File: src/rtl/byte2_pkt_pkg.sv
// byte2_pkt_pkg
//   Shared constants for the two-byte packet finder: word width, number of
//   words per 256-bit beat, the default sync marker and the width of the
//   per-beat payload count.
package byte2_pkt_pkg;

  localparam int                      PKT_DATA_W    = 256;
  localparam int                      PKT_WORD_W    = 16;
  localparam int                      PKT_WORDS     = PKT_DATA_W / PKT_WORD_W;
  localparam logic [PKT_WORD_W-1:0]   PKT_SYNC_WORD = 16'h00FF;
  // At most 8 payloads fit in one beat (counting a carried-in payload), so 4 bits.
  localparam int                      PKT_CNT_W     = 4;

endpackage

File: src/rtl/byte2_word_scan.sv
// byte2_word_scan
//   Purely combinational scan of one beat for sync/payload pairs, walking the
//   words in stream order (highest word first).
// Ports:
//   beat       beat to scan; word NWORDS-1 is first in stream order
//   carry_in   previous beat ended on an unconsumed sync, so the first word
//              of this beat is a payload
//   first_pkt  earliest payload in stream order (0 when none)
//   found      at least one payload in the beat
//   count      number of payloads in the beat
//   carry_out  last word of the beat is an unconsumed sync
module byte2_word_scan
  import byte2_pkt_pkg::*;
#(
  parameter int                  DATA_W    = PKT_DATA_W,
  parameter int                  WORD_W    = PKT_WORD_W,
  parameter logic [WORD_W-1:0]   SYNC_WORD = PKT_SYNC_WORD
) (
  input  logic [DATA_W-1:0]    beat,
  input  logic                 carry_in,
  output logic [WORD_W-1:0]    first_pkt,
  output logic                 found,
  output logic [PKT_CNT_W-1:0] count,
  output logic                 carry_out
);

  localparam int NWORDS = DATA_W / WORD_W;

  logic              skip;
  logic [WORD_W-1:0] w;

  // skip marks that the current word belongs to the preceding sync, so it is
  // consumed as a payload and can never itself start a new packet.
  always_comb begin
    skip      = carry_in;
    found     = 1'b0;
    count     = '0;
    first_pkt = '0;
    w         = '0;
    for (int i = NWORDS - 1; i >= 0; i--) begin
      w = beat[i*WORD_W +: WORD_W];
      if (skip) begin
        if (!found) first_pkt = w;
        found = 1'b1;
        count = count + PKT_CNT_W'(1);
        skip  = 1'b0;
      end else if (w == SYNC_WORD) begin
        skip = 1'b1;
      end
    end
    carry_out = skip;
  end

endmodule

File: src/rtl/byte2_pkt_finder.sv
// byte2_pkt_finder
//   Extracts two-byte packets (sync word + one payload word) from a 256-bit
//   beat every cycle, with a sync in the last word carried into the next beat.
// Ports:
//   clk          rising-edge clock
//   rst_n        asynchronous active-low reset
//   data_in      beat sampled every cycle; data_in[255:240] is first in stream
//   byte2_pkt    first payload of the last sampled beat; holds when none
//   byte2_valid  last sampled beat had at least one payload
//   pkt_cnt      number of payloads in the last sampled beat (0..8)
module byte2_pkt_finder
  import byte2_pkt_pkg::*;
#(
  parameter int                  DATA_W    = PKT_DATA_W,
  parameter int                  WORD_W    = PKT_WORD_W,
  parameter logic [WORD_W-1:0]   SYNC_WORD = PKT_SYNC_WORD
) (
  input  logic                 clk,
  input  logic                 rst_n,
  input  logic [DATA_W-1:0]    data_in,
  output logic [WORD_W-1:0]    byte2_pkt,
  output logic                 byte2_valid,
  output logic [PKT_CNT_W-1:0] pkt_cnt
);

  logic                 carry_r;
  logic [WORD_W-1:0]    scan_pkt;
  logic                 scan_found;
  logic [PKT_CNT_W-1:0] scan_cnt;
  logic                 scan_carry;

  byte2_word_scan #(
    .DATA_W    (DATA_W),
    .WORD_W    (WORD_W),
    .SYNC_WORD (SYNC_WORD)
  ) u_scan (
    .beat      (data_in),
    .carry_in  (carry_r),
    .first_pkt (scan_pkt),
    .found     (scan_found),
    .count     (scan_cnt),
    .carry_out (scan_carry)
  );

  // Output stage: register scan results; the carry is reloaded every beat.
  always_ff @(posedge clk or negedge rst_n) begin
    if (!rst_n) begin
      byte2_pkt   <= '0;
      byte2_valid <= 1'b0;
      pkt_cnt     <= '0;
      carry_r     <= 1'b0;
    end else begin
      if (scan_found) byte2_pkt <= scan_pkt;
      byte2_valid <= scan_found;
      pkt_cnt     <= scan_cnt;
      carry_r     <= scan_carry;
    end
  end

endmodule

File: config.mk
export PLATFORM = sky130hd
export DESIGN_NAME = byte2_pkt_finder
export DESIGN_NICKNAME = d
export VERILOG_FILES = /design/src/rtl/byte2_pkt_pkg.sv /design/src/rtl/byte2_word_scan.sv /design/src/rtl/byte2_pkt_finder.sv
export SDC_FILE = /design/constraint.sdc
export NUM_CORES = 1
export LEC_CHECK = 0
export BUFFER_PORTS_ARGS = -buffer_cell sky130_fd_sc_hd__buf_4
export CAP_MARGIN = 20
export CORE_ASPECT_RATIO = 0.9
export CORE_MARGIN = 1.5
export CORE_UTILIZATION = 46
export DETAILED_ROUTE_END_ITERATION = 10
export GPL_TIMING_DRIVEN = 0
export PLACE_DENSITY = 0.94
export SLEW_MARGIN = 10
export SYNTH_ARGS = -nofsm -noshare
export SYNTH_HDL_FRONTEND = slang
export SYNTH_SLANG_ARGS = --single-unit
File: constraint.sdc
create_clock -name clk -period 8.1 [get_ports clk]
set_clock_uncertainty 0.2 [all_clocks]
set_input_delay 0.81 -clock clk [delete_from_list [all_inputs] [get_ports clk]]
set_output_delay 0.81 -clock clk [all_outputs]
set_load 0.01 [all_outputs]
==> impl_metrics.ini <==
[synthesis]
synth-seq-cells = 22
synthArstFlopShare_pct = 100
synth_cells = 736
synth_ff_type = dfrtp_1
yosysSeqAreaShare_pct = 11.1
avgSynthCellArea_um2 = 6.73
synth_nets = 1007
synth_area_um2 = 4950
synth_edf_count = 0
synth_cell_types = 72
ys_warn_count = 0

[worst_setup_path]
rrSetupSlack_ps = -260
path_class = in2reg
required_ps = 8080
start_kind = input pin
endpoint_kind = register
slowest_stage = or4_4
cp.arrival_ps = 8480
slowest_delay_ps = 530
cp_max_fo = 4

[placement]
placed_cells = 1143
pre_cts_slack_ps = -1160
post-dp-hpwl_um = 21800
numPortBuffers = 278
gp_congestion = 1.10

[pwr]
p_per_area_nw_per_um2 = 52.2
swShare_pct = 26.3
power.switching_mw = 0.107
seqPwrFrac_pct = 27.7
finalPower_mw = 0.405
peakVddDrop_v = 0.0000786
power_frac_clock_pct = 36.0
power.leakage_nw = 3.46
combPwrFrac_pct = 36.3
internal_power_mw = 0.298

[timing]
finalSetupViolations = 3
fin_crit_sh_pct = 105
fmax_ghz = 0.118
hold_viol_final = 0
finalCriticalPeriod_ps = 8500
worst_pin_slew_ps = 887
slew_headroom_pct = 40.4
rsz0062_at_grt = true
drv_slew = 0
fin_ws_ps = -403

[finish]
final_common_cell = buf_4
drive_gt1_share_pct = 35.4
fillers = 835
final_cells = 1173
n_antenna_cell = 0
area_delta_synth_final_pct = 56.7
final_cell_mix = buf_4, nor2_1, nand2_1
nets = 1316

[global_routing]
antenna_found_initial = 0
overflow = 0
grt_start_max_net_pins = 23
grt_pass1_vias = 7068
grt_use_total_pct = 43.0
grt_pass1_wl_um = 38200

[floorplan]
num_rows = 35
initial_core_util_pct = 47.7
fp.dieW_um = 112
dieArea_um2 = 11400
core_um2 = 10400
pin_count = 279
die_y_um = 101

[cts]
cts_sinks = 22
cts.htree.levels = 1
cts_root_buf = clkbuf_16
ctsLongestPathBuffers = 2
clk_latency_ps = 260
ctsHoldBuffers = 0
clk_pin_slew_ps = 70
cts_made_buffers = 3
cts_tree = built

[route]
vias = 7966
ant_nets = 0
route.detailed.drc = 4
drtIter0Drc = 1142
drt-vias-per-instance = 6.79
wl_per_cell_um = 22.8
drt_wl_total_um = 26800
firstDrtPassIters = 11

[outcome]
outcome = finished, violations left
violations = DRC, setup timing

[min_path]
min_path_type = in2async

[run]
max-cap-violations = 0
-- path summary, 6_finish.rpt --
check,to,cells past startpoint,from
worst max-delay path,pkt_cnt[2]$_DFF_PN0_,42,data_in[200]
worst min register to register,byte2_pkt[11]$_DFFE_PN0P_,2,byte2_pkt[11]$_DFFE_PN0P_
min in group clk,byte2_pkt[11]$_DFFE_PN0P_,2,byte2_pkt[11]$_DFFE_PN0P_
worst max register to register,pkt_cnt[2]$_DFF_PN0_,41,carry_r$_DFF_PN0_
worst min-delay path,pkt_cnt[0]$_DFF_PN0_,1,rst_n
max in group asynchronous,byte2_valid$_DFF_PN0_,1,rst_n
-- final cells by class --
cell class	count	area, um2	share of cell area, %
plain buffers	50	239	3.08
flip-flops and latches	22	551	7.09
repair buffers	304	2300	29.7
clock buffers	3	75.1	0.967
multi-input cells	654	4360	56.2
well taps	129	161	2.08
inverters	10	40.0	0.516
clock inverters	1	30.0	0.387
-- state kept, by name, indices dropped and copies added (netlist names) --
signal,cells
pkt_cnt,4
carry_r,1
byte2_valid,1
byte2_pkt,16
-- critical path, delay by kind of cell --
family          cells  cell delay (ps)
buf+inv             4              460
fa+ha+maj           6             1650
compound gates     15             2280
xor+xnor            4              760
mux                 2              680
simple gates       11             1830
-- kinds of logic (layout without fill, tap and decap cells) --
| kind of cell | count (synthesis) | in the layout | synth area share, % |
|---|---|---|---|
| AO/OA/AOI/OAI | 243 | 243 | 35.3 |
| XOR/XNOR | 27 | 27 | 4.92 |
| adder cells (fa/ha/maj) | 13 | 13 | 3.28 |
| buffers and inverters | 60 | 368 | 4.65 |
| flip-flops | 22 | 22 | 11.1 |
| multiplexers | 13 | 13 | 3.46 |
| AND/OR/NAND/NOR | 358 | 358 | 37.3 |
-- stage by stage --
| stage | hold WS (ps) | TNS (ps) | instance area [um2] | util, % |
|---|---|---|---|---|
| detailed placement | 287 | -3320 | 7220 | 69.6 |
| floorplan | 314 | 0 | 4970 | - |
| global placement | 278 | -2870 | 7220 | 69.6 |
| CTS | 245 | 0 | 7520 | 72.5 |
| finish | 239 | -1110 | 7760 | 74.8 |
| global route | 258 | -1980 | 7760 | 74.8 |
-- cell usage after synthesis (5+ instances only) --
library cell	instances	area, um2
a21oi_1	62	310
or4_1	18	135
nor2_1	93	349
clkbuf_1	45	169
and2_1	7	43.8
or3_1	8	50.1
inv_1	9	33.8
xnor2_1	19	166
a22oi_1	10	75.1
nor4_1	16	100
and3_1	12	75.1
o211ai_1	24	180
a2111o_1	5	56.3
ha_1	13	163
dfrtp_1	22	551
nor3_1	37	185
nand2_1	86	323
a31oi_1	16	100
nand4_1	43	269
mux2i_1	7	70.1
nand3_1	14	70.1
o21ai_0	27	135
a221oi_1	34	298
a222oi_1	5	50.1
o22ai_1	17	106
xor2_1	7	61.3
-- power groups by stage --
stage / registers (mW) / clock network [mW] / logic, mW
after floorplan: 0.115 / 0 / 0.0105
after global placement: 0.114 / 0 / 0.139
after detailed placement: 0.114 / 0 / 0.138
after CTS: 0.112 / 0.143 / 0.140
after global routing: 0.112 / 0.150 / 0.152
final: 0.112 / 0.146 / 0.147
-- layer usage --
| metal | vias up | share of wire [%] | track usage, % |
|---|---|---|---|
| met5 | - | 0 | 0 |
| met4 | 0 | 3.9 | 11.9 |
| met3 | 83 | 14 | 12.0 |
| met2 | 647 | 42 | 64.1 |
| met1 | 3705 | 40 | 60.9 |
| li1 | 3531 | - | - |
-- what timing repair did --
action	CTS	global route
gates resized for setup	21	35
pin swaps	8	34
buffers inserted	13	13
endpoints found under the setup margin	3	3
No activity file was read; power rests on OpenSTA's default activity.
